## config.mk

```make
export PLATFORM = sky130hd
export DESIGN_NAME = fp_sign_stream
export DESIGN_NICKNAME = d
export VERILOG_FILES = /design/src/rtl/fp_sign_stream.sv
export SDC_FILE = /design/constraint.sdc
export NUM_CORES = 1
export LEC_CHECK = 0
export ABC_CLOCK_PERIOD_IN_PS = 13770
export CAP_MARGIN = 20
export CORE_MARGIN = 2
export CORE_UTILIZATION = 41
export DETAILED_ROUTE_END_ITERATION = 8
export PLACE_DENSITY = 0.69
export SETUP_SLACK_MARGIN = 0.5
export SKIP_CTS_REPAIR_TIMING = 1
export SLEW_MARGIN = 10
export SYNTH_ARGS = -nofsm -noshare
export SYNTH_HDL_FRONTEND = slang
export SYNTH_SLANG_ARGS = --single-unit
```

## constraint.sdc

```tcl
create_clock -name clk -period 13.77 [get_ports clk]
set_clock_uncertainty 0.15 [all_clocks]
set_input_delay 2.754 -clock clk [delete_from_list [all_inputs] [get_ports clk]]
set_output_delay 2.754 -clock clk [all_outputs]
set_load 0.01 [all_outputs]
```

## src/rtl/fp_sign_stream.sv

```systemverilog
// Streaming multi-lane IEEE-754 sign unit (NEG/ABS/NABS/PASS).
// Two register stages with valid/ready flow control and a handshake counter.
package fp_sign_stream_pkg;

    typedef enum logic [1:0] {
        M_NEG  = 2'b00,
        M_ABS  = 2'b01,
        M_NABS = 2'b10,
        M_PASS = 2'b11
    } mode_e;

    function automatic logic sign_op(
        input mode_e m,
        input logic  s
    );
        logic r;
        r = s;
        unique case (1'b1)
            (m == M_NEG):  r = ~s;
            (m == M_ABS):  r = 1'b0;
            (m == M_NABS): r = 1'b1;
            (m == M_PASS): r = s;
        endcase
        return r;
    endfunction

endpackage

module fp_sign_stream
    import fp_sign_stream_pkg::*;
#(
    parameter int LANES    = 4,
    parameter int EXP_W    = 8,
    parameter int MAN_W    = 23,
    parameter int NAN_PASS = 1
) (
    input  logic                          clk,
    input  logic                          rst,
    input  logic                          in_valid,
    output logic                          in_ready,
    input  logic [LANES*(1+EXP_W+MAN_W)-1:0] in_data,
    input  logic [1:0]                    in_mode,
    input  logic [LANES-1:0]              in_mask,
    output logic                          out_valid,
    input  logic                          out_ready,
    output logic [LANES*(1+EXP_W+MAN_W)-1:0] out_data,
    output logic [LANES-1:0]              out_nan,
    input  logic                          cnt_clr,
    output logic [31:0]                   op_count
);

    localparam int W  = 1 + EXP_W + MAN_W;
    localparam int DW = LANES * W;
    localparam bit NP = (NAN_PASS != 0);

    typedef struct packed {
        logic [DW-1:0]    data;
        mode_e            mode;
        logic [LANES-1:0] mask;
        logic [LANES-1:0] nan;
    } s1_t;

    logic             s1_valid;
    s1_t              s1;
    s1_t              s1_next;
    logic             s2_valid;
    logic             s2_adv;
    logic             s1_load;
    logic             in_fire;
    logic             out_fire;
    logic [LANES-1:0] in_nan;
    logic [DW-1:0]    s2_data;

    assign s2_adv   = !s2_valid || out_ready;
    assign s1_load  = !s1_valid || s2_adv;
    assign in_ready = !s1_valid || !s2_valid || out_ready;
    assign in_fire  = in_valid && in_ready;
    assign out_valid = s2_valid;
    assign out_fire = s2_valid && out_ready;

    // NaN: exponent all ones with a nonzero mantissa
    always_comb begin
        in_nan = '0;
        for (int i = 0; i < LANES; i++) begin
            in_nan[i] = (&in_data[i*W+MAN_W +: EXP_W])
                      && (|in_data[i*W +: MAN_W]);
        end
    end

    always_comb begin
        s1_next.data = in_data;
        s1_next.mode = mode_e'(in_mode);
        s1_next.mask = in_mask;
        s1_next.nan  = in_nan;
    end

    always_ff @(posedge clk or posedge rst) begin
        if (rst) begin
            s1_valid <= 1'b0;
            s1       <= '0;
        end else if (s1_load) begin
            s1_valid <= in_fire;
            if (in_fire) begin
                s1 <= s1_next;
            end
        end
    end

    // Only the sign bit of an enabled lane is touched
    always_comb begin
        s2_data = s1.data;
        for (int i = 0; i < LANES; i++) begin
            if (s1.mask[i] && !(NP && s1.nan[i])) begin
                s2_data[i*W+W-1] =
                    sign_op(s1.mode, s1.data[i*W+W-1]);
            end
        end
    end

    always_ff @(posedge clk or posedge rst) begin
        if (rst) begin
            s2_valid <= 1'b0;
            out_data <= '0;
            out_nan  <= '0;
        end else if (s2_adv) begin
            s2_valid <= s1_valid;
            if (s1_valid) begin
                out_data <= s2_data;
                out_nan  <= s1.nan;
            end
        end
    end

    always_ff @(posedge clk or posedge rst) begin
        if (rst) begin
            op_count <= '0;
        end else if (cnt_clr) begin
            op_count <= '0;
        end else if (out_fire) begin
            op_count <= op_count + 32'd1;
        end
    end

endmodule

```

# After elaboration in Yosys (flattened, before gate mapping)
# Index checks and enable logic that the tools add are counted.
[op_classes]
add_sub_neg = 1
n_eq_ne = 3
n_mux = 10
bitwise_logic = 4
reduce_logical = 32
[op_table]
columns = ["op", "count"]
rows = [
  ["$reduce_or 23->1", 4],
  ["$mux 32", 2],
  ["$add 32x1->32 const B", 1],
  ["$reduce_and 8->1", 4],
  ["$pmux 1 s4", 4],
  ["$logic_and 1x1->1", 10],
  ["$logic_not 1->1", 6],
  ["$eq 2x2->1 const B", 2],
  ["$logic_or 1x1->1", 4],
  ["$mux 1", 4],
  ["$not 1->1", 4],
  ["$reduce_and 2->1", 2],
  ["$eq 2x1->1 const B", 1],
  ["$logic_not 2->1", 1],
  ["$reduce_bool 2->1", 1],
]
[totals]
ff_bits = 304
out_inout_bits = 166
wordCells = 59

# Logic depth before layout (Yosys ltp)
# Gate-level depths: netlist of the first run.
[depth]
depth_word = 5
depth_mapped = 7
depth_no_buf = 5

# Worst setup path after synthesis of the first run
# OpenSTA, ideal clock, no wires.
[synth_timing]
path_kind = "input-to-output"
start = "input port out_ready"
end = "output port in_ready"
arrival_ns = 2.968
t_required_ns = 10.866
path_slack_ns = 7.898
cell_stages = 1
path_buffers = 0
cell_sequence = "nand3b_1"
[synth_via]
elab_chain_cells = 1
[synth_rtl]
columns = ["item", "line_no", "rtl"]
rows = [
  ["start, declared", "45", "input logic out_ready,"],
  ["$logic_or 1x1->1", "76", "assign in_ready = !s1_valid || !s2_valid || out_ready;"],
  ["end, declared", "40", "output logic in_ready,"],
]
# Every way passes these cells.

# Worst setup path in the final report of the first run
# Same ends and word-level chain as after synthesis.

==> results of run 1 <==
## metrics by stage
stage | util, % | instances | total power, mW | area [um2]
after floorplan | - | 823 | 1.384 | 12050
after global placement | 53.54 | 1477 | 1.691 | 15450
after detailed placement | 53.54 | 1477 | 1.704 | 15450
after CTS | 57.47 | 1537 | 2.634 | 16590
after global routing | 57.47 | 1537 | 2.723 | 16590
final | 57.49 | 1539 | 2.592 | 16590
## Yosys cell counts, drive strengths merged (10+ instances only)
master  instances  area (um2)
mux2          264        2973
nand2          28       105.1
nand3          10       55.05
nor2           16       60.06
o21ai          15       75.07
clkbuf         18       70.07
nor4           24       150.1
a21oi          20       100.1
buf            22       117.6
or4            13       97.59
o31ai          11       82.58
nand4          20       131.4
dfrtp         304        7607
## cell families (layout without fill, tap and decap cells)
logic type	count (synthesis)	after routing	synth area share (%)
DFF	304	304	63.14
muxes	264	264	24.67
and+or+nand+nor	143	143	6.770
AOI/OAI and AO/OA	55	55	2.793
buffers and inverters	46	376	1.796
xor gates and xnor gates	10	10	0.7269
adders and majority gates	1	1	0.1038
other	0	2	0
## cell type report
type,instances,area share (%)
Sequential cell,304,45.85
Multi-Input combinational cell,473,25.56
Timing Repair Buffer,311,18.66
Clock buffer,51,6.184
Tap cell,384,2.896
Clock inverter,9,0.6637
Inverter,5,0.1584
Antenna cell,2,0.03017
## state kept, by name, summed over array words and instances (netlist names)
register,cells
out_data,128
s1_valid,1
s1,138
out_nan,4
out_valid,1
op_count,32
## worst max-delay path, delay by kind of cell
family                 cells  cell delay [ns]
AND/OR/NAND/NOR            1             0.24
buffers and inverters      2             1.16
## power groups by stage
stage                     clock, mW  sequential (mW)  combinational (mW)
after floorplan                   0             1.18               0.201
after global placement            0             1.14               0.550
after detailed placement          0             1.15               0.557
after CTS                     0.940             1.13               0.559
after global routing          0.981             1.15               0.587
final                         0.911             1.13               0.548
## cells in the final DEF, fill, tap and decap left out, types with 5 or more instances in the layout
master           netlist  routed
nand2b_1               6       6
o21ai_0               15      15
nor4_1                24      24
clkbuf_16              0      35
mux2_2               264     264
buf_4                  1       7
xnor2_1                5       5
nand2_1               28      26
o31ai_1               11      11
nand4_1               19      19
dfrtp_1              304     304
clkbuf_8               0       9
xor2_1                 5       5
nand3_1                9       9
a21oi_1               20      20
clkdlybuf4s50_1        0     304
or4_1                 13      13
and4_1                 5       5
nor3_1                 8       8
nor2_1                16      16
clkbuf_1              16       7
o41ai_1                5       5
## worst min-delay path by stage
stage | depth (start not counted) | endpoint | slack [ns]
floorplan | 2 | s1[0] | 0.30
global placement | 2 | out_data[63] | 0.31
detailed placement | 2 | out_data[63] | 0.33
CTS | 1 | out_data[29] | 0.34
global route | 1 | s1[91] | 0.36
finish | 2 | out_data[63] | 0.34
## layer usage
layer | vias up | GRT usage, % | share of wire [%]
met1 | 3929 | 23.52 | 41
met4 | 0 | 5.028 | 2.2
met2 | 249 | 29.90 | 47
li1 | 3629 | - | -
met3 | 46 | 7.251 | 9.8
met5 | - | 0 | 0
==> flow_metrics.py, run 1 <==
metrics = {
    "place": {
        "dp_slack_ns": 6.705,
        "gp_congestion": 0.7650,
        "detailedPlacementHpwl_um": 19560,
        "io_buffer_count": 304,
    },
    "cells_and_area": {
        "seq_area_mm2": 0.007607,
        "fin_nets": 1270,
        "drive_gt1_share_pct": 29.05,
        "n_fill_cell": 2429,
        "multi_input_area_mm2": 0.004240,
        "area_growth_pct": 37.69,
    },
    "sta": {
        "finalHoldViolCount": 0,
        "setup_slack_ns": 6.710,
        "hold_slack_ns": 0.3378,
        "rsz0062_at_grt": "false",
        "slew-limit-headroom_pct": 31.31,
        "tightestPinTransition_ns": 1.030,
        "fin_crit_ns": 7.060,
        "final.period_utilization_pct": 51.27,
        "slew_violations": 0,
        "setup_viol": 0,
        "fmax_ghz": 0.1416,
        "fin_tns_setup_ns": 0,
    },
    "synth": {
        "synth_edf_count": 0,
        "ys.flop_type": "dfrtp_1",
        "syn_nets": 963,
        "ys_types": 36,
        "yosysWarnings": 0,
        "async_flop_share_pct": 100.0,
        "synth.cell_area_mm2": 0.01205,
        "syn_area_per_cell_um2": 14.64,
        "ys_ff_latch": 304,
        "syn_inst": 823,
        "yosysSeqAreaShare_pct": 63.14,
    },
    "worst_setup_path": {
        "crit_path_start_kind": "input port",
        "cp.arrival_ns": 4.16,
        "worstSetupPathType": "in -> out",
        "reg2reg_setup_slack_ns": 10.63,
        "rr_worst_depth": 4,
        "cp_max_fo": 7,
        "max_stage_delay_ns": 0.59,
        "crit_path_end_kind": "output pin",
        "cpMostUsedCell": "clkdlybuf4s50_1",
        "crit_slowest_cell": "clkdlybuf4s50_1",
        "path_cells": "clkdlybuf4s50_1 > nand3b_1 > clkdlybuf4s50_1",
        "r2r_start": "out_valid",
        "crit_required_ns": 10.87,
        "worstSetupStartpoint": "out_ready",
        "r2r-end": "out_data[91]",
        "worstSetupEndpoint": "in_ready",
    },
    "cts": {
        "clock_latency_ns": 0.51,
        "htree_num_levels": 2,
        "cts_root_buf": "clkbuf_16",
        "cts_made_buffers": 35,
        "path_clk_slew_ns": 0.06,
        "clockBufferDepth": 3,
        "clock-sinks": 304,
        "cts_tree": "built",
    },
    "drt": {
        "routedWlPerCell_um": 18.58,
        "routed-via-count": 7853,
        "routed_wirelength_um": 28600,
        "drtIter0Drc": 327,
        "drt_pre_antenna_iters": 4,
        "drcViolationCount": 0,
        "via_per_inst": 5.103,
        "ant_nets": 0,
    },
    "power": {
        "switchingPower_mw": 0.6446,
        "powerDensity_mw_per_mm2": 156.2,
        "p_clk_share_pct": 35.1,
        "ir_drop_mv": 0.1065,
        "intPower_mw": 1.948,
        "power.share.sequential_pct": 43.7,
        "p_comb_share_pct": 21.2,
        "sw_frac_of_total_pct": 24.86,
        "p_leak_nw": 6.727,
    },
    "global_route": {
        "overflow": 0,
        "grt_max_degree": 120,
        "grt_pass1_vias": 8208,
        "grt_pass1_wl_um": 45410,
        "track_usage_pct": 18.59,
        "antenna_found_initial": 0,
    },
    "floorplanning": {
        "die_width_um": 175.4,
        "die_h_um": 175.4,
        "initial_core_util_pct": 41.75,
        "core-area_mm2": 0.02886,
        "ios": 305,
        "dieArea_mm2": 0.03078,
        "rows": 62,
    },
    "worst_hold_path": {
        "hold_path_class": "reg -> reg",
        "hold_start": "out_data[63]",
    },
    "job": {
        "maxCapViolCount": 0,
    },
    "status": {
        "status": "finished clean",
    },
}
(Power assumes the default switching activity.)
==> inputs of run 2 (changes only) <==
--- a/config.mk
+++ b/config.mk
@@ -5,7 +5,7 @@
 export SDC_FILE = /design/constraint.sdc
 export NUM_CORES = 1
 export LEC_CHECK = 0
-export ABC_CLOCK_PERIOD_IN_PS = 13770
+export ABC_CLOCK_PERIOD_IN_PS = 7400
 export CAP_MARGIN = 20
 export CORE_MARGIN = 2
 export CORE_UTILIZATION = 41
==> constraint.sdc (replaced) <==
create_clock -name clk -period 7.4 [get_ports clk]
set_clock_uncertainty 0.15 [all_clocks]
set_input_delay 1.48 -clock clk [delete_from_list [all_inputs] [get_ports clk]]
set_output_delay 1.48 -clock clk [all_outputs]
set_load 0.01 [all_outputs]
==> flow_metrics.py, run 2 (synthesized netlist as in run 1, its figures left out) <==
metrics = {
    "status": {
        "status": "finished clean",
    },
    "cells_and_area": {
        "area_growth_pct": 37.99,
        "final_cell_mix": "clkdlybuf4s50_1, dfrtp_1, mux2_2",
        "final_area_mm2": 0.01663,
        "largest_register": "s1",
        "drive_gt1_share_pct": 29.26,
        "finalNonFillerCells": 1541,
        "n_fill_cell": 2392,
        "largest_reg_flops": 138,
        "top_regs": "s1 (138), out_data (128), op_count (32)",
        "fin_nets": 1271,
    },
    "sta": {
        "rsz0062_at_grt": "false",
        "tightestPinTransition_ns": 1.022,
        "fin_crit_ns": 4.596,
        "final.period_utilization_pct": 62.11,
        "slew_violations": 0,
        "hold_slack_ns": 0.3472,
        "slew-limit-headroom_pct": 31.84,
        "fmax_ghz": 0.2176,
        "finalHoldViolCount": 0,
        "setup_viol": 0,
        "fin_tns_setup_ns": 0,
    },
    "drt": {
        "routed-via-count": 7874,
        "drtIter0Drc": 408,
        "drt_pre_antenna_iters": 4,
        "via_per_inst": 5.110,
        "routedWlPerCell_um": 18.53,
        "ant_nets": 0,
        "routed_wirelength_um": 28560,
        "drcViolationCount": 0,
    },
    "worst_setup_path": {
        "max_stage_delay_ns": 0.61,
        "rr_worst_depth": 4,
        "worstSetupPathType": "in -> out",
        "crit_path_end_kind": "output pin",
        "crit_required_ns": 5.77,
        "r2r_start": "out_valid",
        "critPathTopFamily": "buffers and inverters",
        "crit_slowest_cell": "clkdlybuf4s50_1",
        "path_cells": "clkdlybuf4s50_1 > nand3b_1 > clkdlybuf4s50_1",
        "crit_path_start_kind": "input port",
        "cp.arrival_ns": 2.97,
        "path_buf_inv": 2,
        "cp_max_fo": 7,
        "reg2reg_setup_slack_ns": 4.47,
        "cpMostUsedCell": "clkdlybuf4s50_1",
        "r2r-end": "out_data[22]",
    },
    "floorplanning": {
        "rows": 62,
        "ios": 305,
        "core-area_mm2": 0.02886,
        "die_h_um": 175.4,
        "dieArea_mm2": 0.03078,
        "initial_core_util_pct": 41.75,
        "die_width_um": 175.4,
    },
    "global_route": {
        "grt_max_degree": 159,
        "grt_pass1_vias": 8248,
        "track_usage_pct": 18.81,
        "antenna_found_initial": 3,
        "grt_pass1_wl_um": 45840,
        "overflow": 0,
    },
    "power": {
        "intPower_mw": 3.639,
        "p_leak_nw": 6.745,
        "switchingPower_mw": 1.188,
        "powerDensity_mw_per_mm2": 290.3,
        "ir_drop_mv": 0.2057,
        "power.share.sequential_pct": 43.7,
        "sw_frac_of_total_pct": 24.61,
        "p_clk_share_pct": 35.1,
        "p_comb_share_pct": 21.2,
    },
    "place": {
        "place_inst": 1478,
        "io_buffer_count": 304,
        "place_area_mm2": 0.01547,
        "gp_congestion": 0.7733,
        "detailedPlacementHpwl_um": 19650,
    },
    "cts": {
        "clock_latency_ns": 0.50,
        "clock-sinks": 304,
        "htree_num_levels": 2,
        "cts_made_buffers": 35,
        "clockBufferDepth": 3,
        "path_clk_slew_ns": 0.06,
        "cts_root_buf": "clkbuf_16",
        "cts_tree": "built",
    },
    "worst_hold_path": {
        "hold_path_class": "reg -> reg",
        "min_to": "out_data[67]",
        "hold_start": "s1[77]",
        "whs_path_depth": 1,
    },
    "job": {
        "maxCapViolCount": 0,
    },
}
## run 2: cell count changes in the layout (fill, tap and decap cells not counted), sizes merged
cell	delta
buf	+1
bufinv	-1
clkbuf	+2
clkinv	+3
clkinvlp	+1
inv	-4
## run 2: area by class of cell
type                            count  area [um2]  share of cell area [%]
Sequential cell                   304        7607                   45.76
Multi-Input combinational cell    473        4240                   25.50
Timing Repair Buffer              312        3115                   18.74
Clock buffer                       53        1086                   6.532
Tap cell                          384       480.5                   2.890
Clock inverter                      8       68.82                  0.4139
Inverter                            5       22.52                  0.1355
Antenna cell                        2       5.005                 0.03010
## run 2: layer usage
layer	part of all wire, %	wire length [um]	vias up	global-route usage, %
li1	-	-	3640	-
met1	42	11870	3964	24.04
met2	47	13390	231	29.90
met3	9.7	2783	37	7.727
met4	1.8	507	2	4.649
met5	0.046	13	-	0
## run 2: metrics by stage
step	total power [mW]	setup slack (ns)	utilization (%)
2_1_floorplan	2.576	1.727	-
3_3_place_gp	3.151	2.815	53.59
5_1_grt	5.070	2.725	57.60
4_1_cts	4.899	2.782	57.60
3_5_place_dp	3.174	2.806	53.59
6_report	4.826	2.804	57.61
## run 2: power by group through the flow
stage	Combinational, mW	Clock [mW]	Sequential [mW]
floorplan	0.374	0	2.20
global placement	1.03	0	2.13
detailed placement	1.04	0	2.14
CTS	1.04	1.74	2.11
global route	1.09	1.83	2.15
finish	1.02	1.69	2.11
## run 2: how the worst max path moves through the flow
stage | start | endpoint | slack [ns] | cells past startpoint
finish | out_ready | in_ready | 2.80 | 3
global route | out_ready | in_ready | 2.73 | 3
CTS | out_ready | in_ready | 2.78 | 3
detailed placement | out_ready | in_ready | 2.81 | 3
global placement | out_ready | in_ready | 2.82 | 3
floorplan | rst | op_count[0] | 1.73 | 1
